[config.mk]
export PLATFORM = sky130hd
export DESIGN_NAME = team_06_delay_line_ctrl
export DESIGN_NICKNAME = d
export VERILOG_FILES = /design/src/rtl/team_06_delay_line_ctrl.sv
export SDC_FILE = /design/constraint.sdc
export NUM_CORES = 1
export LEC_CHECK = 0
export BUFFER_PORTS_ARGS = -buffer_cell sky130_fd_sc_hd__clkbuf_2
export CAP_MARGIN = 25
export CELL_PAD_IN_SITES_DETAIL_PLACEMENT = 1
export CELL_PAD_IN_SITES_GLOBAL_PLACEMENT = 1
export CORE_UTILIZATION = 41
export DETAILED_ROUTE_END_ITERATION = 7
export PLACE_DENSITY_LB_ADDON = 0.25
export SKIP_LAST_GASP = 1
export SLEW_MARGIN = 20
export SYNTH_ARGS = -nofsm -noshare
export SYNTH_HDL_FRONTEND = slang
export SYNTH_SLANG_ARGS = --single-unit
[constraint.sdc]
create_clock -name clk -period 2.79 [get_ports clk]
set_input_delay 0.279 -clock clk [delete_from_list [all_inputs] [get_ports clk]]
set_output_delay 0.279 -clock clk [all_outputs]
set_load 0.05 [all_outputs]
[src/rtl/team_06_delay_line_ctrl.sv]
// Delay-line controller: per audio sample, optionally reads a delayed sample
// from a shared 8192x8 SRAM, gives the effect datapath one cycle to compute the
// new value, then writes that value back at the write pointer.
module team_06_delay_line_ctrl #(
  parameter int DATA_W = 8,
  parameter int ADDR_W = 13
) (
  input  logic              clk,
  input  logic              rst,
  input  logic              sample_valid,
  input  logic              echo_en,
  input  logic              reverb_en,
  input  logic [ADDR_W-1:0] offset,
  input  logic [DATA_W-1:0] save_audio,
  output logic [DATA_W-1:0] past_output,
  output logic              mem_req,
  output logic              mem_we,
  output logic [ADDR_W-1:0] mem_addr,
  output logic [DATA_W-1:0] mem_wdata,
  input  logic              mem_ack,
  input  logic [DATA_W-1:0] mem_rdata,
  output logic              busy,
  output logic              done,
  output logic              overrun
);

  typedef enum logic [2:0] {
    IDLE   = 3'd0,
    RD_REQ = 3'd1,
    SETTLE = 3'd2,
    WR_REQ = 3'd3,
    DONE   = 3'd4
  } state_t;

  state_t              state_q, state_d;
  logic [ADDR_W-1:0]   wr_ptr_q, wr_ptr_d;
  logic [ADDR_W-1:0]   fill_cnt_q, fill_cnt_d;
  logic [ADDR_W-1:0]   offset_q, offset_d;
  logic [DATA_W-1:0]   past_q, past_d;
  logic [DATA_W-1:0]   wdata_q, wdata_d;
  logic                overrun_q, overrun_d;
  logic                read_ok;

  // A delayed read is only meaningful once that many samples have been stored.
  assign read_ok = (offset != '0) && (fill_cnt_q >= offset);

  // Next-state and register-update logic for the sample transaction FSM.
  always_comb begin
    state_d    = state_q;
    wr_ptr_d   = wr_ptr_q;
    fill_cnt_d = fill_cnt_q;
    offset_d   = offset_q;
    past_d     = past_q;
    wdata_d    = wdata_q;
    // A strobe arriving mid-transaction is dropped and flagged one cycle later.
    overrun_d  = sample_valid && (state_q != IDLE);

    case (state_q)
      IDLE: begin
        if (sample_valid) begin
          offset_d = offset;
          if ((echo_en || reverb_en) && read_ok) begin
            state_d = RD_REQ;
          end else begin
            past_d  = '0;
            state_d = SETTLE;
          end
        end
      end
      RD_REQ: begin
        if (mem_ack) begin
          past_d  = mem_rdata;
          state_d = SETTLE;
        end
      end
      SETTLE: begin
        // Datapath has had one cycle with past_output; freeze its result.
        wdata_d = save_audio;
        state_d = WR_REQ;
      end
      WR_REQ: begin
        if (mem_ack) begin
          wr_ptr_d = wr_ptr_q + 1'b1;
          if (fill_cnt_q != '1) begin
            fill_cnt_d = fill_cnt_q + 1'b1;
          end
          state_d = DONE;
        end
      end
      DONE: begin
        state_d = IDLE;
      end
      default: begin
        state_d = IDLE;
      end
    endcase
  end

  // Memory bus and status outputs decoded from the current state.
  always_comb begin
    mem_req   = 1'b0;
    mem_we    = 1'b0;
    mem_addr  = '0;
    mem_wdata = '0;
    case (state_q)
      RD_REQ: begin
        mem_req  = 1'b1;
        mem_addr = wr_ptr_q - offset_q;
      end
      WR_REQ: begin
        mem_req   = 1'b1;
        mem_we    = 1'b1;
        mem_addr  = wr_ptr_q;
        mem_wdata = wdata_q;
      end
      default: begin
        mem_req = 1'b0;
      end
    endcase
  end

  assign busy        = (state_q != IDLE);
  assign done        = (state_q == DONE);
  assign overrun     = overrun_q;
  assign past_output = past_q;

  // Control state and externally visible registers, cleared by reset.
  always_ff @(posedge clk) begin
    if (rst) begin
      state_q    <= IDLE;
      wr_ptr_q   <= '0;
      fill_cnt_q <= '0;
      past_q     <= '0;
      overrun_q  <= 1'b0;
    end else begin
      state_q    <= state_d;
      wr_ptr_q   <= wr_ptr_d;
      fill_cnt_q <= fill_cnt_d;
      past_q     <= past_d;
      overrun_q  <= overrun_d;
    end
  end

  // Transaction-local data; only observed while the FSM is in a state that set it.
  always_ff @(posedge clk) begin
    offset_q <= offset_d;
    wdata_q  <= wdata_d;
  end

endmodule

---- Word-level counts from Yosys, hierarchy flattened ----
Cells that the tools add are included.
storage, ports and cells
  register bits after elaboration ......... 59
  input port bits ......................... 35
  output and inout port bits .............. 34
  word-level logic and storage cells ...... 47
operators by class
  add/subtract/negate cells ............... 3
  magnitude comparators ................... 1
  eq/ne operators ......................... 9
  multiplexer cells ....................... 13
  reductions and logical operators ........ 14
operators with widths
  cell                   count
  $mux 8                 4
  $add 13x1->13 const B  2
  $pmux 13 s2            1
  $pmux 8 s2             1
  $ge 13x13->1           1
  $ne 13x13->1 const B   1
  $reduce_bool 13->1     1
  $sub 13x13->13         1
  $pmux 3 s4             1
  $mux 3                 3
  $ne 2x2->1 const B     4
  $eq 3x2->1 const B     2
  $reduce_and 3->1       2
  $reduce_and 2->1       2
  $reduce_and 4->1       1
  $eq 3x1->1 const B     1
  $eq 3x3->1 const B     1
  $logic_and 1x1->1      3
  $logic_not 3->1        1
  $reduce_bool 3->1      1
  $mux 1                 2
  $mux 2                 1
  $reduce_bool 2->1      1
  $reduce_or 2->1        1
  $logic_or 1x1->1       1

---- Logic depth before layout (Yosys ltp) ----
  depth in word-level cells ............... 6
  gate-level depth with buffers ........... 10

---- Least setup slack after synthesis ----
OpenSTA, ideal clock, no wires.
  kind .................................... reg-to-output
  from .................................... reg wr_ptr_q[0]
  to ...................................... out mem_addr[12]
  data arrival time ....................... 2.889 ns
  slack ................................... -0.378 ns
  cell stages (with the launch flop) ...... 11
  buffers on the path ..................... 0
  cell sequence ........................... dfxtp_1 inv_1 ha_1 inv_1 fa_1 a211oi_1 o211ai_1 and3_1 or3_1 a21oi_1 mux2i_1
on the way
  word-level cells in the longest chain between the ends .. 2
ends and longest elaborated chain
  what                    RTL line  text
  from (decl)             36        logic [ADDR_W-1:0] wr_ptr_q, wr_ptr_d;
  from (signal assigned)  137       wr_ptr_q <= wr_ptr_d;
  $sub 13x13->13          108       mem_addr = wr_ptr_q - offset_q;
  $pmux 13 s2             105       case (state_q)
  to (decl)               18        output logic [ADDR_W-1:0] mem_addr,
Every way passes these cells.

---- Worst setup path in the final report ----
  from .................................... reg offset_q[0]
  to ...................................... out mem_addr[12]
on the way
  word-level cells in the longest chain between the ends .. 2
ends and longest elaborated chain
  what                    RTL line  text
  from (decl)             38        logic [ADDR_W-1:0] offset_q, offset_d;
  from (signal assigned)  146       offset_q <= offset_d;
  $sub 13x13->13          108
  $pmux 13 s2             105
Every way passes these cells.

==> impl_metrics.toml <==
[worst_setup_path]
cp_top_family = "compound AO/OA/AOI/OAI gates"
cp-endpoint = "mem_addr[12]"
path_max_fanout = 2
r2r_setup_slack_ps = 440
worstPathCellList = "ha_4 -> inv_2 -> fa_2 -> a211oi_2 -> o211ai_1 -> and3_1 -> or3_4 -> a21oi_4 -> mux2i_4 -> buf_12"
path_class = "reg2out"
reg2reg_from = "fill_cnt_q[12]$_SDFFE_PP0P_"
arrival_ps = 2880
crit_path_start = "offset_q[0]$_DFFE_PP_"
worstPathRequired_ps = 2510
reg2reg_to = "state_q[0]$_SDFFE_PP0P_"
r2r_cells = 7
cp.depth = 10
end_kind = "output port"
crit_buf_inv = 2
cp-start-kind = "register"
slowest_stage = "edfxtp_1"
slowest_delay_ps = 400

[clock_network]
post-cts-setup-buffers = 0
cts_tree = "done"
cts_max_path_buffers = 2
clock_latency_ps = 340
cts_root_buffer = "clkbuf_8"
cts_sinks = 59
clk_pin_slew_ps = 80
cts_hold_buffers = 0
numCtsBuffers = 9
htree_levels = 3

[logic_synthesis]
yosysWarnings = 0
synth_compound_area_frac = 0.163
netlist_top_cells_area = "dfxtp_1 (22%), edfxtp_1 (19%), ha_1 (9.9%), a21oi_1 (5.1%), nor2_1 (4.3%)"
synthArstFlopShare = 0
synth_edf_count = 21
synth_cells = 382
synth_largest_area_cell = "dfxtp_1"
syn_nets = 445
synth_top_family_by_area = "simple AND/OR/NAND/NOR gates"
synth_mux_area_frac = 0.0118
syn_area_sq_um = 3410
synth-xor-area-share = 0.0591
avgSynthCellArea_sq_um = 8.92
synthFlopType = "dfxtp_1"
synth_simple_gate_area_frac = 0.198
synth_seq_cells = 59
synth_adder_area_share = 0.105
ys_types = 43
synth_seq_area_share = 0.408
yosysTopAreaCellShare = 0.223

[timing]
hold_viol = 0
relSlewSlack = 0.434
rsz0062_at_grt = "yes"
setup_viol = 1
post-route-period-util = 1.13
tns_ps = -372
clock.fmax_ghz = 0.316
fin_crit_ps = 3160
skew_ps = 9.17
slew_viol_final = 0
worstMarginPinSlew_ps = 849
finalWorstSetupSlack_ps = -372

[run_status]
violations = "setup timing"
outcome = "finished, violations left"

[route]
drtPass1Iterations = 4
remaining_drc_errors = 0
drt_iter0_drc = 79
viasPerCell = 5.30
ant_nets = 0
wire_per_inst_um = 15.3
routed_wl_mm = 8.57
vias = 2971

[final_layout]
final_cells = 561
nNetsFinal = 517
syn_to_final_growth_pct = 21.4
layout_common_cells = "clkbuf_2 (62), nor2_1 (38), nand2_1 (37), dfxtp_1 (36), a21oi_1 (32)"
drive_above_1_share = 0.246
final_common_cell = "clkbuf_2"
diodes = 0

[grt]
grt_remaining_overflow = 0
global_route.usage.met1 = 0.250
grt_pass1_wl_mm = 14.2
grt_usage = 0.213
gr-usage-met2 = 0.373
use_met3 = 0.0618
antenna_found_initial = 0
grt_max_degree = 39
grt_pass1_vias = 2991
top_usage_layer = "met2"

[power_and_ir_drop]
leakagePower_uw = 0.00183
cellPowerDensity_nw_per_um2 = 485
max-vdd-ir-drop_v = 0.000213

[floorplan]
rows = 32
initial_core_util = 0.432
die_w_um = 93.2
die_area_sq_um = 8680
core_sq_um = 7890
pin_count = 69
die_h_um = 93.2

[placement]
post-place-cells = 545
gp_congestion = 0.821
numPortBuffers = 68
dp_hpwl_mm = 6.60

[job]
cap_violations = 0

[worst_hold_path]
hp-class = "in2reg"
hold_depth = 1
## worst min path at each step
stage / slack, ps / start / to
finish: 110 / save_audio[0] / wdata_q[0]$_DFFE_PP_
detailed placement: 460 / save_audio[6] / wdata_q[6]$_DFFE_PP_
CTS: 90 / save_audio[6] / wdata_q[6]$_DFFE_PP_
floorplan: 370 / rst / state_q[0]$_SDFFE_PP0P_
global route: 80 / save_audio[6] / wdata_q[6]$_DFFE_PP_
global placement: 460 / save_audio[6] / wdata_q[6]$_DFFE_PP_
## sequential cells by signal, indices dropped and copies added (netlist names)
signal / count
fill_cnt_q: 13
offset_q: 13
overrun: 1
past_output: 8
state_q: 3
wdata_q: 8
wr_ptr_q: 13
## layout make-up
cell class | count | area, sq um
clock buffer | 9 | 124
clock inverter | 7 | 45.0
fill | 979 | 3750
inverter | 31 | 116
multi-input combinational | 279 | 1900
sequential | 59 | 1390
tap | 102 | 128
timing repair buffer | 74 | 424
## metrics by stage
| stage | setup WS [ps] | hold WS, ps | total power, uW | utilization | instance area [sq um] |
|---|---|---|---|---|---|
| floorplan | 40.8 | 371 | 1230 | - | 3430 |
| global placement | 16.2 | 457 | 1330 | 0.493 | 3890 |
| detailed placement | -64.0 | 458 | 1340 | 0.493 | 3890 |
| CTS | -398 | 94.1 | 2030 | 0.519 | 4090 |
| global route | -494 | 83.1 | 2100 | 0.524 | 4140 |
| finish | -372 | 114 | 2000 | 0.524 | 4140 |
## synthesized netlist by cell type (8+ instances only)
cell	number
nor2_1	39
ha_1	27
dfxtp_1	38
xor2_1	15
edfxtp_1	21
clkbuf_1	8
o21ai_0	19
nand2_1	37
nand4_1	9
xnor2_1	8
or3_1	10
inv_1	31
o211ai_1	10
and3_1	12
a21oi_1	35
## cell families after synthesis
logic type,count (synthesis)
buf+inv,44
mux,4
simple gates,135
flops,59
fa+ha+maj,28
compound gates,89
xor+xnor,23
## routing by layer
layer | part of all wire | up-vias | wire length [um]
met1 | 0.44 | 1411 | 3760
li1 | - | 1501 | -
met5 | 0 | - | 0
met2 | 0.52 | 49 | 4420
met4 | 0.011 | 0 | 91
met3 | 0.034 | 10 | 292
## report_power, final
group	internal (uW)	switching, uW
combinational	121	256
sequential	933	19.9
clock	316	358
total	1370	634
## what timing repair did
action	in CTS	in global routing
pin swaps	4	9
endpoints found under the setup margin	7	8
gates resized for setup	11	19
(Power assumes the default switching activity.)
